`src/rtl/spi_target_pkg.sv`:
```
// Shared types and constants for the SPI target: FSM states,
// register offsets relative to ADDR, and STATUS bit positions.
package spi_target_pkg;

   typedef enum logic {
      IDLE,
      SHIFT
   } state_t;

   localparam logic [31:0] OFF_DATA   = 32'd0;
   localparam logic [31:0] OFF_STATUS = 32'd4;

   localparam int unsigned ST_RXCNT_LSB = 0;
   localparam int unsigned ST_TXCNT_LSB = 8;
   localparam int unsigned ST_RXOVF     = 16;
   localparam int unsigned ST_TXOVF     = 17;
   localparam int unsigned ST_TXUDF     = 18;
   localparam int unsigned ST_CSACT     = 24;

endpackage

```
`src/rtl/spi_target_fifo.sv`:
```
// Byte FIFO with first-word fall-through output; push on full is accepted
// only when a pop happens in the same cycle, pop on empty is ignored.
module spi_target_fifo
   import spi_target_pkg::*;
#(
   parameter int unsigned DEPTH = 8,
   localparam int unsigned AW = $clog2(DEPTH),
   localparam int unsigned CW = AW + 1
) (
   input  logic          clk,
   input  logic          rst,
   input  logic          push,
   input  logic          pop,
   input  logic [7:0]    din,
   output logic [7:0]    dout,
   output logic          full,
   output logic          empty,
   output logic [CW-1:0] count
);

   logic [7:0]    mem [DEPTH];
   logic [AW-1:0] wr_ptr;
   logic [AW-1:0] rd_ptr;
   logic          pop_ok;
   logic          push_ok;

   assign full    = (count == CW'(DEPTH));
   assign empty   = (count == '0);
   assign pop_ok  = pop & ~empty;
   assign push_ok = push & (~full | pop_ok);
   assign dout    = mem[rd_ptr];

   always_ff @(posedge clk) begin
      if (push_ok) mem[wr_ptr] <= din;
   end

   always_ff @(posedge clk or posedge rst) begin
      if (rst) begin
         wr_ptr <= '0;
         rd_ptr <= '0;
         count  <= '0;
      end else begin
         if (push_ok) wr_ptr <= wr_ptr + AW'(1);
         if (pop_ok)  rd_ptr <= rd_ptr + AW'(1);
         case ({push_ok, pop_ok})
            2'b10:   count <= count + CW'(1);
            2'b01:   count <= count - CW'(1);
            default: count <= count;
         endcase
      end
   end

endmodule

```
`src/rtl/spi_target.sv`:
```
// SPI mode-0 target with RX/TX byte FIFOs behind a DATA/STATUS register pair.
// Optional SPI_TARGET_IRQ_EN adds a registered OUT_irq output.
module spi_target
   import spi_target_pkg::*;
#(
   parameter logic [31:0] ADDR       = 32'hFF000010,
   parameter int unsigned FIFO_DEPTH = 8
) (
   input  logic        clk,
   input  logic        rst,
   input  logic        IN_re,
   input  logic [29:0] IN_raddr,
   output logic [31:0] OUT_rdata,
   output logic        OUT_rbusy,
   output logic        OUT_rvalid,
   input  logic        IN_we,
   input  logic [3:0]  IN_wmask,
   input  logic [29:0] IN_waddr,
   input  logic [31:0] IN_wdata,
   input  logic        IN_SPI_cs,
   input  logic        IN_SPI_clk,
   input  logic        IN_SPI_mosi,
   output logic        OUT_SPI_miso
`ifdef SPI_TARGET_IRQ_EN
   ,
   output logic        OUT_irq
`endif
);

   localparam int unsigned CW = $clog2(FIFO_DEPTH) + 1;

   logic [1:0] cs_sync, sclk_sync, mosi_sync;
   logic       cs_prev, sclk_prev;
   logic       cs_s, sclk_s, mosi_s;
   logic       cs_fall, cs_rise, sclk_rise, sclk_fall;

   state_t     state, state_next;
   logic       load_first, abort, do_rise, do_fall, byte_done;

   logic [2:0] bit_cnt;
   logic [7:0] rx_shift, tx_shift, rx_din, tx_byte;

   logic          rx_push, rx_pop, rx_full, rx_empty;
   logic          tx_push, tx_pop, tx_full, tx_empty;
   logic [7:0]    rx_dout, tx_dout;
   logic [CW-1:0] rx_count, tx_count;

   logic        rx_ovf, tx_ovf, tx_udf;
   logic        rd_data, rd_stat, wr_data, wr_stat;
   logic [31:0] status;
   logic        unused_bits;

   always_ff @(posedge clk or posedge rst) begin
      if (rst) begin
         cs_sync   <= '1;
         sclk_sync <= '0;
         mosi_sync <= '0;
         cs_prev   <= 1'b1;
         sclk_prev <= 1'b0;
      end else begin
         cs_sync   <= {cs_sync[0], IN_SPI_cs};
         sclk_sync <= {sclk_sync[0], IN_SPI_clk};
         mosi_sync <= {mosi_sync[0], IN_SPI_mosi};
         cs_prev   <= cs_sync[1];
         sclk_prev <= sclk_sync[1];
      end
   end

   assign cs_s      = cs_sync[1];
   assign sclk_s    = sclk_sync[1];
   assign mosi_s    = mosi_sync[1];
   assign cs_fall   = cs_prev & ~cs_s;
   assign cs_rise   = ~cs_prev & cs_s;
   assign sclk_rise = ~sclk_prev & sclk_s;
   assign sclk_fall = sclk_prev & ~sclk_s;

   always_ff @(posedge clk or posedge rst) begin
      if (rst) state <= IDLE;
      else     state <= state_next;
   end

   always_comb begin
      state_next = state;
      case (state)
         IDLE:    if (cs_fall) state_next = SHIFT;
         SHIFT:   if (cs_rise) state_next = IDLE;
         default: state_next = IDLE;
      endcase
   end

   // A CS rise in SHIFT overrides any SCLK edge seen in the same cycle.
   always_comb begin
      load_first = (state == IDLE) & cs_fall;
      abort      = (state == SHIFT) & cs_rise;
      do_rise    = (state == SHIFT) & ~cs_rise & sclk_rise;
      do_fall    = (state == SHIFT) & ~cs_rise & sclk_fall;
      byte_done  = do_rise & (bit_cnt == 3'd7);
   end

   assign rx_din  = {rx_shift[6:0], mosi_s};
   assign tx_byte = tx_empty ? 8'hFF : tx_dout;

   // tx_shift holds the bits still to be driven; bit 7 goes out on the next fall.
   always_ff @(posedge clk or posedge rst) begin
      if (rst) begin
         bit_cnt      <= '0;
         rx_shift     <= '0;
         tx_shift     <= '0;
         OUT_SPI_miso <= 1'b1;
      end else if (load_first) begin
         bit_cnt      <= '0;
         tx_shift     <= {tx_byte[6:0], 1'b0};
         OUT_SPI_miso <= tx_byte[7];
      end else if (abort) begin
         bit_cnt  <= '0;
         rx_shift <= '0;
      end else if (do_rise) begin
         rx_shift <= rx_din;
         bit_cnt  <= bit_cnt + 3'd1;
         if (byte_done) tx_shift <= tx_byte;
      end else if (do_fall) begin
         OUT_SPI_miso <= tx_shift[7];
         tx_shift     <= {tx_shift[6:0], 1'b0};
      end
   end

   assign rd_data = IN_re & ({IN_raddr, 2'b00} == ADDR + OFF_DATA);
   assign rd_stat = IN_re & ({IN_raddr, 2'b00} == ADDR + OFF_STATUS);
   assign wr_data = IN_we & IN_wmask[0] & ({IN_waddr, 2'b00} == ADDR + OFF_DATA);
   assign wr_stat = IN_we & IN_wmask[2] & ({IN_waddr, 2'b00} == ADDR + OFF_STATUS);

   assign rx_push = byte_done;
   assign rx_pop  = rd_data;
   assign tx_push = wr_data;
   assign tx_pop  = load_first | byte_done;

   spi_target_fifo #(.DEPTH(FIFO_DEPTH)) u_rx_fifo (
      .clk(clk), .rst(rst), .push(rx_push), .pop(rx_pop), .din(rx_din),
      .dout(rx_dout), .full(rx_full), .empty(rx_empty), .count(rx_count)
   );

   spi_target_fifo #(.DEPTH(FIFO_DEPTH)) u_tx_fifo (
      .clk(clk), .rst(rst), .push(tx_push), .pop(tx_pop), .din(IN_wdata[7:0]),
      .dout(tx_dout), .full(tx_full), .empty(tx_empty), .count(tx_count)
   );

   always_ff @(posedge clk or posedge rst) begin
      if (rst) begin
         rx_ovf <= 1'b0;
         tx_ovf <= 1'b0;
         tx_udf <= 1'b0;
      end else begin
         rx_ovf <= (rx_ovf & ~(wr_stat & IN_wdata[ST_RXOVF])) | (rx_push & rx_full & ~rx_pop);
         tx_ovf <= (tx_ovf & ~(wr_stat & IN_wdata[ST_TXOVF])) | (tx_push & tx_full & ~tx_pop);
         tx_udf <= (tx_udf & ~(wr_stat & IN_wdata[ST_TXUDF])) | (tx_pop & tx_empty);
      end
   end

   always_comb begin
      status                      = '0;
      status[ST_RXCNT_LSB +: 5]   = 5'(rx_count);
      status[ST_TXCNT_LSB +: 5]   = 5'(tx_count);
      status[ST_RXOVF]            = rx_ovf;
      status[ST_TXOVF]            = tx_ovf;
      status[ST_TXUDF]            = tx_udf;
      status[ST_CSACT]            = ~cs_s;
   end

   always_ff @(posedge clk or posedge rst) begin
      if (rst) begin
         OUT_rvalid <= 1'b0;
         OUT_rdata  <= '0;
      end else begin
         OUT_rvalid <= rd_data | rd_stat;
         if (rd_data)      OUT_rdata <= rx_empty ? 32'h100 : {24'h0, rx_dout};
         else if (rd_stat) OUT_rdata <= status;
         else              OUT_rdata <= '0;
      end
   end

   assign OUT_rbusy = 1'b0;

`ifdef SPI_TARGET_IRQ_EN
   always_ff @(posedge clk or posedge rst) begin
      if (rst) OUT_irq <= 1'b0;
      else     OUT_irq <= ~rx_empty | rx_ovf | tx_ovf | tx_udf;
   end
`endif

   assign unused_bits = ^{IN_wdata[31:19], IN_wdata[15:8], IN_wmask[3], IN_wmask[1], rx_shift[7]};

endmodule

```
`config.mk`:
```
export PLATFORM = sky130hd
export DESIGN_NAME = spi_target
export DESIGN_NICKNAME = d
export VERILOG_FILES = /design/src/rtl/spi_target_pkg.sv /design/src/rtl/spi_target_fifo.sv /design/src/rtl/spi_target.sv
export SDC_FILE = /design/constraint.sdc
export NUM_CORES = 1
export LEC_CHECK = 0
export CAP_MARGIN = 20
export CORE_UTILIZATION = 55
export CTS_BUF_LIST = sky130_fd_sc_hd__clkbuf_4 sky130_fd_sc_hd__clkbuf_8
export CTS_CLUSTER_SIZE = 40
export DETAILED_ROUTE_END_ITERATION = 6
export GPL_TIMING_DRIVEN = 0
export HOLD_SLACK_MARGIN = 0.08
export PLACE_DENSITY_LB_ADDON = 0.1
export RECOVER_POWER = 50
export SYNTH_ARGS = -nofsm -noshare
export SYNTH_HDL_FRONTEND = slang
export SYNTH_SLANG_ARGS = --single-unit
```
`constraint.sdc`:
```
create_clock -name clk -period 6.2 [get_ports clk]
set_input_delay 1.24 -clock clk [delete_from_list [all_inputs] [get_ports clk]]
set_output_delay 1.24 -clock clk [all_outputs]
set_load 0.1 [all_outputs]
```
======== After elaboration in Yosys (flattened, before gate mapping) ========
Memory sizes are Yosys's and may differ from the RTL's.
Index checks and enable logic that the tools add are counted.
storage, ports and cells
  flip-flop bits (word level) ............. 84
  memory bits (writable) .................. 128
  input bits .............................. 103
  output and inout port bits .............. 35
  word-level logic and storage cells ...... 138
  memories kept ........................... 2
memory list
  memory         words  bits a word  rd ports  clocked after memory_dff  write ports  RTL line               text
  u_rx_fifo.mem  8      8            1         0                         1            spi_target_fifo.sv:21  logic [7:0] mem [DEPTH];
  u_tx_fifo.mem  8      8            1         0                         1            spi_target_fifo.sv:21
operators by class
  add/subtract/negate cells ............... 9
  eq/ne operators ......................... 14
  multiplexer cells ....................... 27
  bitwise logic cells ..................... 54
  reduce and logical (&&, ||, !) cells .... 11
operators with widths
  cell                  number
  $eq 30x30->1 const B  4
  $mux 8                6
  $mux 32               1
  $and 1x1->1           31
  $mux 25               1
  $not 1->1             16
  $pmux 4 s2            2
  $add 3x1->3 const B   5
  $mux 7                2
  $mux 1                10
  $mux 3                3
  $mux 9                1
  $add 4x1->4 const B   2
  $eq 4x4->1 const B    2
  $logic_not 4->1       2
  $reduce_bool 2->1     4
  $sub 4x1->4 const B   2
  $or 1x1->1            7
  $reduce_and 3->1      2
  $reduce_bool 3->1     2
  $eq 2x1->1 const B    2
  $eq 2x2->1 const B    2
  $ne 2x2->1 const B    2
  $eq 3x3->1 const B    1
  3 further kinds       3

======== Logic depth before layout (Yosys ltp) ========
Gate-level depths: netlist (run 1).
  word-level depth ........................ 12
  gate-level depth with buffers ........... 13
  mapped depth without buffers ............ 13

======== By module ========
From an unflattened synthesis (run 1), not the netlist that was laid out.
second synthesis, totals
  cells, all modules ...................... 523
  area total of the unflattened synthesis .. 8534.4 µm²
by module, submodules not included
  module           instances  cells each  area an instance (µm²)  seq. area each (µm²)
  spi_target_fifo  2          165         3158.0                  2172.1
  spi_target       1          193         2218.4                  1206.2

======== Worst setup path before layout (run 1) ========
No wires, ideal clock.
  kind .................................... input -> register
  from .................................... input IN_raddr[14]
  to ...................................... memory u_rx_fifo.mem[1][0], enable pin
  setup time .............................. 398 ps
  arrival time ............................ 3666 ps
  required time ........................... 5802 ps
  setup slack ............................. 2136 ps
  stages on the path ...................... 6
  buffers on the path ..................... 1
  path through ............................ or4b_1 > or4_4 > nor3_4 > o21ai_2 > buf_6 > nor4b_1
between the ends
  longest elaborated chain between the ends .. 7
ends and longest elaborated chain
  what                          RTL line               text
  from (decl)                   spi_target.sv:12       input logic [29:0] IN_raddr,
  $eq 30x30->1                  spi_target.sv:127      assign rd_data = IN_re & ({IN_raddr, 2'b00} == ADDR + OFF_DATA);
  $and 1x1->1                   spi_target.sv:127
  $and 1x1->1                   spi_target_fifo.sv:29  assign pop_ok = pop & ~empty;
  $or 1x1->1                    spi_target_fifo.sv:30  assign push_ok = push & (~full | pop_ok);
  $and 1x1->1                   spi_target_fifo.sv:30
  $mux 1                        spi_target_fifo.sv:34  if (push_ok) mem[wr_ptr] <= din;
  $mux 1 (implied by the code)  spi_target_fifo.sv:34
  to (decl)                     spi_target_fifo.sv:21
Every way passes these cells.

======== Worst setup path after layout (run 1) ========
  from .................................... input IN_raddr[14]
  to ...................................... register u_rx_fifo.count[2]
between the ends
  longest elaborated chain between the ends .. 7
  elaborated cells between the ends (all ways) .. 9
  classes of those cells .................. eq/ne: 3; mux: 1; bitwise: 4; reduce/logical: 1
ends and longest elaborated chain
  what                                             RTL line               text
  $eq 30x30->1 *                                   spi_target.sv:127
  $and 1x1->1 *                                    spi_target.sv:127
  $and 1x1->1 *                                    spi_target_fifo.sv:29
  via u_rx_fifo.pop_ok                             spi_target_fifo.sv:24  logic pop_ok;
  $or 1x1->1                                       spi_target_fifo.sv:30
  $and 1x1->1                                      spi_target_fifo.sv:30
  $eq 2x1->1 or $eq 2x2->1 (tied branches)         spi_target_fifo.sv:45  case ({push_ok, pop_ok})
  $pmux 4 s2 or $reduce_bool 2->1 (tied branches)  n/a
  to (signal assigned)                             spi_target_fifo.sv:46  2'b10: count <= count + CW'(1);
  to (signal assigned)                             spi_target_fifo.sv:47  2'b01: count <= count - CW'(1);
  to (signal assigned)                             spi_target_fifo.sv:48  default: count <= count;
  to (decl)                                        spi_target_fifo.sv:18  output logic [CW-1:0] count
Mark *: on every way through the listed nets, which the timed path passes. The rest lies on a longest branch.
A chain may end at the register's enable or synchronous reset.

==> results of run 1 <==
## kinds of logic (layout without fill, tap and decap cells)
group                    after synthesis  in the layout  synth area share [%]
other                                  1             17                0.0456
flip-flops                           196            196                  67.5
buffers and inverters                 49            186                  3.15
adder cells (fa/ha/maj)               13             13                  1.95
AO/OA/AOI/OAI                         56             56                  4.66
XOR/XNOR                              18             18                  1.92
multiplexers                          56             56                  11.7
AND/OR/NAND/NOR                      119            119                  9.06
## state kept, by name, indices dropped and copies added (netlist names), 4 cells and up
signal and cells:
u_tx_fifo.count 4, u_rx_fifo.count 4, u_tx_fifo.mem 64, u_rx_fifo.mem 64, OUT_rdata 16, rx_shift 7
tx_shift 8
## worst min-delay path by stage
stage,start,end,slack (ns),cells past startpoint
after floorplan,mosi_sync[0]$_DFF_PP0_,mosi_sync[1]$_DFF_PP0_,0.33,0
after global placement,cs_sync[0]$_DFF_PP1_,cs_sync[1]$_DFF_PP1_,0.35,0
after detailed placement,cs_sync[0]$_DFF_PP1_,cs_sync[1]$_DFF_PP1_,0.35,0
after CTS,cs_sync[0]$_DFF_PP1_,cs_sync[1]$_DFF_PP1_,0.36,0
after global routing,cs_sync[0]$_DFF_PP1_,cs_sync[1]$_DFF_PP1_,0.37,0
final,cs_sync[0]$_DFF_PP1_,cs_sync[1]$_DFF_PP1_,0.37,0
## worst max-delay path: stages
cell and delay, ns:
sky130_fd_sc_hd__clkdlybuf4s50_1 0.40, sky130_fd_sc_hd__or4b_1 0.52, sky130_fd_sc_hd__or4_4 0.55, sky130_fd_sc_hd__a211o_1 0.39, sky130_fd_sc_hd__clkbuf_1 0.29, sky130_fd_sc_hd__inv_1 0.14, sky130_fd_sc_hd__ha_1 0.28, sky130_fd_sc_hd__xor2_1 0.10
sky130_fd_sc_hd__ha_1 0.18, sky130_fd_sc_hd__a21oi_1 0.15, sky130_fd_sc_hd__xor2_1 0.16, sky130_fd_sc_hd__nor2_1 0.06, sky130_fd_sc_hd__xor2_1 0.14
## layout make-up
| type | instances | share of cell area, % |
|---|---|---|
| plain buffers | 41 | 2.30 |
| inverters | 8 | 0.314 |
| multi-input cells | 279 | 25.2 |
| clock inverters | 8 | 0.741 |
| well taps | 184 | 2.31 |
| repair buffers | 105 | 10.3 |
| clock buffers | 24 | 3.13 |
| flip-flops and latches | 196 | 55.7 |
## routing by layer
metal	vias up	routed length, um	global-route usage, %
li1	2214	-	-
met1	2316	5860	24.3
met2	98	8410	39.0
met3	25	601	4.83
met4	0	289	7.51
met5	-	0	0
## cells in the final DEF, fill, tap and decap left out, drive strengths merged, types with 9 or more instances in the layout
cell type,n
nand4,9
nor2,20
a21oi,11
xor2,9
o21ai,14
xnor2,9
mux4,31
nand2,21
nor3,11
clkdlybuf4s50,85
conb,17
clkbuf,38
and2,9
dfrtp,64
dlygate4sd3,12
edfxtp,128
mux2i,18
ha,12
nand3,9
buf,35
a22o,10
## power by group
group          total [mW]  internal (mW)  switching [mW]  leakage [nW]
logic               0.173         0.0723           0.101          1.40
clock network       0.782          0.372           0.409         0.197
registers            1.44           1.42          0.0210          2.00
==> run summary, run 1 <==
========================================================================================
Core area .................................................................    14500 um2
Effective utilization at floorplan ........................................        56.6%
Die footprint .............................................................    15400 um2
Category of the worst setup path capture point ............................    flip-flop
Worst slack, placed .......................................................      1.48 ns
Footprint of the multi-input gates ........................................     2510 um2
Sequential area share after synthesis .....................................        67.5%
Reg-to-reg slack, setup ...................................................      3.03 ns
Total via count in the routed design ......................................         4653
Mean instance size in the synthesized netlist .............................     16.2 um2
Overall power after layout ................................................      2.39 mW
Io pins ...................................................................          138
RSZ-0062 raised after global routing ......................................        false
H-tree depth reported by CTS ..............................................            4
Violated checks ........................................................... capacitance limit, slew limit
Total count of hold-check failures in the final report ....................            0
Nets ......................................................................          763
TritonCTS clock tree ......................................................          yes
Commonest cells post-synth ................................................ 128 x sky130_fd_sc_hd__edfxtp_1, 64 x sky130_fd_sc_hd__dfrtp_1, 31 x sky130_fd_sc_hd__mux4_2
Most numerous cell in the Yosys netlist ................................... sky130_fd_sc_hd__edfxtp_1
Average routed wire per standard cell .....................................      17.9 um
Normalized max-slew margin ................................................       -95.8%
Overflow left after global routing ........................................            0
TritonCTS Buffers .........................................................           17
Share of the clock period used by the worst path ..........................        68.5%
Number of fill cells ......................................................         1005
Data required time at the worst endpoint ..................................      6.55 ns
Count of routing violations after the opening detailed-route iteration ....          299
Post-layout instance area .................................................     9960 um2
CTS Hold Buffers Added ....................................................            0
Leak ......................................................................      3.60 nW
Critical path origin ...................................................... IN_raddr[14]
Row Count .................................................................           44
Layout Utilization ........................................................        68.5%
Clock latency of the later-clocked register in the worst-skew pair ........      0.46 ns
Wire length of the first global-routing pass ..............................     25100 um
Pin count of the biggest net entering global routing ......................           69
Via density per instance ..................................................         5.51
Synth top area cells ...................................................... sky130_fd_sc_hd__edfxtp_1 47%, sky130_fd_sc_hd__dfrtp_1 19%, sky130_fd_sc_hd__mux4_2 8.5%
Number of standard cells in the final layout excluding fillers ............          845
Setup bufs post-CTS .......................................................            0
Max FO, Critical Path .....................................................           10
Final period demand of the worst path .....................................      4.24 ns
Min-Delay Path Class ...................................................... flip-flop to flip-flop
FF+latch area .............................................................     5550 um2
Share of post-route cells with drive strength above 1 .....................        18.5%
Max Cap Viol ..............................................................            1
Worst Hold Margin .........................................................     0.366 ns
Post-synth EDFFs ..........................................................          128
Number of synthesized register bits .......................................          196
Achievable frequency ......................................................    0.236 GHz
Type of the setup path with the least slack ............................... input port to flip-flop
Overall routing resource usage ............................................        21.3%
DIE HEIGHT ................................................................       124 um
Path depth of the worst reg2reg path ......................................           13
Diodes inserted ...........................................................            0
Dpl cell area .............................................................     9560 um2
Number of antenna violations at the first check in global routing .........            0
Area share of the largest cell type after synthesis .......................        46.8%
Final worst-path setup slack ..............................................      1.96 ns
Clock sinks ...............................................................          196
Area growth from synthesis to layout ......................................        21.1%
Terminus of the critical flop-to-flop path ................................ u_tx_fifo.count[2]$_DFFE_PP0P_
Count of input and output buffers .........................................           97
Number of instances in the synthesized netlist ............................          508
Count of cells resized by post-cts repair .................................            0
Final weighted congestion in routability-driven placement .................        0.794
CTS root buf .............................................................. sky130_fd_sc_hd__clkbuf_8
Number of nets with antenna violations after detailed routing .............            0
Peak supply drop ..........................................................     0.245 mV
Total power density per cell area .........................................   240 nW/um2
Drc violations ............................................................            0
Cell variety after synth ..................................................           60
Clock tree buffer depth ...................................................            2
Final Max Slew Viols ......................................................           69
Total half-perimeter wirelength after legalization and detailed placement .     11000 um
Critical R2R Launch ....................................................... bit_cnt[0]$_DFFE_PP0P_
Top FF cell, synth ........................................................ sky130_fd_sc_hd__edfxtp_1
FFs w/ async S/R, synth ...................................................        34.7%
Die span in x .............................................................       124 um
Count of yosys warnings during synthesis ..................................            0
Summed instance area of the synthesized netlist ...........................     8220 um2
Final wirelength ..........................................................     15200 um
Status .................................................................... finished, violations left
Count of placed standard cells including taps .............................          812
Slew at the pin closest to its max-slew limit .............................      2.92 ns
Final worst clock skew ....................................................    0.0127 ns
Clock slew at reported path FFs ...........................................      0.09 ns
Largest area contributor in the netlist ................................... sky130_fd_sc_hd__edfxtp_1
Summed negative setup slack over all endpoints ............................         0 ns
Termination of the worst setup path ....................................... u_rx_fifo.count[2]$_DFFE_PP0P_
Vias in the first global route ............................................         4906
Number of detailed-routing iterations run before antenna repair ...........            4
Launching element type of the critical path ...............................   input port
Final setup violation count ...............................................            0
Arrival @ worst endpoint ..................................................      4.59 ns
========================================================================================
(Power assumes the default switching activity.)
==> run 2: changes to the inputs <==
--- a/config.mk
+++ b/config.mk
@@ -6,7 +6,7 @@
 export NUM_CORES = 1
 export LEC_CHECK = 0
 export CAP_MARGIN = 20
-export CORE_UTILIZATION = 55
+export CORE_UTILIZATION = 50
 export CTS_BUF_LIST = sky130_fd_sc_hd__clkbuf_4 sky130_fd_sc_hd__clkbuf_8
 export CTS_CLUSTER_SIZE = 40
 export DETAILED_ROUTE_END_ITERATION = 6
==> constraint.sdc (replaced) <==
create_clock -name clk -period 3.8 [get_ports clk]
set_input_delay 0.76 -clock clk [delete_from_list [all_inputs] [get_ports clk]]
set_output_delay 0.76 -clock clk [all_outputs]
set_load 0.1 [all_outputs]
==> run 2 against run 1 <==
Final area increased by 0.29%. The run still ends with capacitance limit, slew limit left. Combinational power is 65% higher. Register-to-register slack lost 2.4 ns. Global-route usage decreased by 1.5 points. Critical path depth fell by 1. Critical endpoint is now u_tx_fifo.count[2]$_DFFE_PP0P_. Worst setup slack got worse by 1.8 ns. Clock power rose by 53%. Routed wire length increased by 0.71%. Core utilization down 5.9 points.
==> run summary, run 2 (same netlist as run 1, synthesis figures left out) <==
========================================================================================
Share of post-route cells with drive strength above 1 .....................        18.9%   +0.43 points
Drc violations ............................................................            0   unchanged
Count of placed standard cells including taps .............................          845   +4.1%
Number of antenna violations at the first check in global routing .........            0   unchanged
Count of routing violations after the opening detailed-route iteration ....          248   -17%
Final setup violation count ...............................................            0   unchanged
Commonest cells after routing, fill and taps aside ........................ 128 x sky130_fd_sc_hd__edfxtp_1, 85 x sky130_fd_sc_hd__clkdlybuf4s50_1, 64 x sky130_fd_sc_hd__dfrtp_1
Violated checks ........................................................... capacitance limit, slew limit
Final worst clock skew ....................................................    0.0140 ns   +0.00124 ns
Diodes inserted ...........................................................            0   unchanged
Max Cap Viol ..............................................................            1   unchanged
Category of the worst setup path capture point ............................    flip-flop
Post-layout instance area .................................................     9980 um2   +0.29%
Count of cells resized by post-cts repair .................................            0   unchanged
H-tree depth reported by CTS ..............................................            4   unchanged
Clock latency of the later-clocked register in the worst-skew pair ........      0.46 ns   about the same
Peak supply drop ..........................................................     0.327 mV   +33%
Total half-perimeter wirelength after legalization and detailed placement .     11000 um   -0.44%
Switching power share of the total ........................................        24.1%   +1.9 points
Total count of hold-check failures in the final report ....................            0   unchanged
Registers with the most flip-flops ........................................ u_rx_fifo.mem: 64 flops, u_tx_fifo.mem: 64 flops, OUT_rdata: 16 flops
Sequential share of power .................................................        61.3%   +1.2 points
Fraction of power consumed by combinational cells .........................         7.4%   +0.2 points
Clock tree buffer depth ...................................................            2   unchanged
Worst slack, placed .......................................................    -0.440 ns   -1.92 ns
Proportion of power drawn by the clock network ............................        31.3%   -1.4 points
Type of the setup path with the least slack ............................... input port to flip-flop
Met3 wire len .............................................................       387 um   -36%
Number of standard cells in the final layout excluding fillers ............          878   +3.9%
Data required time at the worst endpoint ..................................      4.15 ns   -2.40 ns
Leak ......................................................................      3.60 nW   about the same
Overall routing resource usage ............................................        19.8%   -1.5 points
Met1 layer wirelength in the final routing ................................      6210 um   +6.0%
CTS Hold Buffers Added ....................................................            0   unchanged
Final period demand of the worst path .....................................      3.64 ns
TritonCTS Buffers .........................................................           17   unchanged
Count of input and output buffers .........................................           97   unchanged
Total via count in the routed design ......................................         4657   +0.086%
Core area .................................................................    15900 um2   +9.7%
Share of the clock period used by the worst path ..........................        95.8%
TritonCTS clock tree ......................................................          yes
Pin count of the biggest net entering global routing ......................           69   unchanged
Via density per instance ..................................................         5.30   -3.7%
Wire length of the first global-routing pass ..............................     24600 um   -1.9%
Min-Delay Path Class ...................................................... flip-flop to flip-flop
Most common cell after layout, fill and taps aside ........................ sky130_fd_sc_hd__edfxtp_1
CTS root buf .............................................................. sky130_fd_sc_hd__clkbuf_8
Overflow left after global routing ........................................            0   unchanged
Number of detailed-routing iterations run before antenna repair ...........            4   unchanged
Overall power after layout ................................................      3.83 mW   +60%
Final weighted congestion in routability-driven placement .................        0.754   -5.1%
Effective utilization at floorplan ........................................        51.6%   -5.0 points
Row Count .................................................................           46   +4.5%
Final worst-path setup slack ..............................................     0.160 ns   -1.80 ns
Worst Hold Margin .........................................................     0.366 ns   +0.000622 ns
Dpl cell area .............................................................     9620 um2   +0.60%
Final wirelength ..........................................................     15300 um   +0.71%
DIE HEIGHT ................................................................       130 um   +4.8%
Max FO, Critical Path .....................................................            8   -2
P_int .....................................................................      2.90 mW   +56%
Die footprint .............................................................    17000 um2   +9.8%
Achievable frequency ......................................................    0.275 GHz
Arrival @ worst endpoint ..................................................      3.99 ns   -0.60 ns
Number of fill cells ......................................................         1204   +20%
Status .................................................................... finished, violations left
Io pins ...................................................................          138   unchanged
Clock slew at reported path FFs ...........................................      0.10 ns   about the same
Average routed wire per standard cell .....................................      17.4 um   -3.1%
Setup bufs post-CTS .......................................................            0   unchanged
Slew at the pin closest to its max-slew limit .............................      2.56 ns   -0.357 ns
Nets ......................................................................          764   +0.13%
Final Max Slew Viols ......................................................           69   unchanged
Total power density per cell area .........................................   383 nW/um2   +59%
Clock sinks ...............................................................          196   unchanged
Area growth from synthesis to layout ......................................        21.5%
Net switching power figure ................................................       920 uW   +73%
Top layer reached by signal wires .........................................         met4
Launching element type of the critical path ...............................   input port
Vias in the first global route ............................................         4820   -1.8%
Wire length on met2 .......................................................      8470 um   +0.74%
Die span in x .............................................................       130 um   +4.8%
Normalized max-slew margin ................................................       -70.9%   +25 points
RSZ-0062 raised after global routing ......................................        false
Number of nets with antenna violations after detailed routing .............            0   unchanged
========================================================================================
-- run 2: final timing paths --
check                                        from  slack [ns]  cells after the start                              to
setup / recovery                     IN_waddr[14]        0.16                     12  u_tx_fifo.count[2]$_DFFE_PP0P_
hold / removal             mosi_sync[0]$_DFF_PP0_        0.37                      0          mosi_sync[1]$_DFF_PP0_
setup reg to reg           bit_cnt[0]$_DFFE_PP0P_        0.67                     13  u_tx_fifo.count[2]$_DFFE_PP0P_
hold reg to reg            mosi_sync[0]$_DFF_PP0_        0.37                      0          mosi_sync[1]$_DFF_PP0_
max in group asynchronous                     rst        0.68                      2         rx_shift[4]$_DFFE_PP0P_
min in group asynchronous                     rst        1.63                      2  u_rx_fifo.count[0]$_DFFE_PP0P_
-- run 2: metrics by stage --
stage                     setup TNS [ns]  utilization [%]
after floorplan                        0                -
after global placement            -62.61             59.7
after detailed placement          -17.45             60.4
after CTS                              0             62.6
after global routing                   0             62.6
final                                  0             62.6
-- run 2: critical path: stages --
cell                              delay, ns
sky130_fd_sc_hd__clkdlybuf4s50_1       0.40
sky130_fd_sc_hd__or4b_1                0.54
sky130_fd_sc_hd__or4_4                 0.52
sky130_fd_sc_hd__nor4b_4               0.42
sky130_fd_sc_hd__nand2_4               0.17
sky130_fd_sc_hd__ha_1                  0.32
sky130_fd_sc_hd__xor2_1                0.17
sky130_fd_sc_hd__ha_1                  0.19
sky130_fd_sc_hd__a21oi_1               0.14
sky130_fd_sc_hd__xor2_1                0.15
sky130_fd_sc_hd__nor2_1                0.06
sky130_fd_sc_hd__xor2_1                0.14
-- run 2: layer usage --
layer,GRT usage (%),vias up
li1,-,2213
met1,22.5,2360
met2,36.9,64
met3,4.51,20
met4,6.09,0
met5,0,-
-- run 2: power groups by stage --
stage                     clock [mW]  sequential (mW)  combinational [mW]
after floorplan                    0             2.40               0.154
after global placement             0             2.39               0.281
after detailed placement           0             2.39               0.288
after CTS                       1.23             2.34               0.289
after global routing            1.31             2.35               0.307
final                           1.20             2.34               0.285
-- run 2: cell type report --
type / instances / area [um2] / share of cell area (%)
sequential: 196 / 5550 / 55.6
multi-input combinational: 279 / 2510 / 25.2
timing repair buffer: 107 / 1040 / 10.5
tap: 216 / 270 / 2.71
clock buffer: 18 / 248 / 2.48
buffer: 40 / 225 / 2.26
clock inverter: 14 / 106 / 1.07
inverter: 8 / 30.0 / 0.301
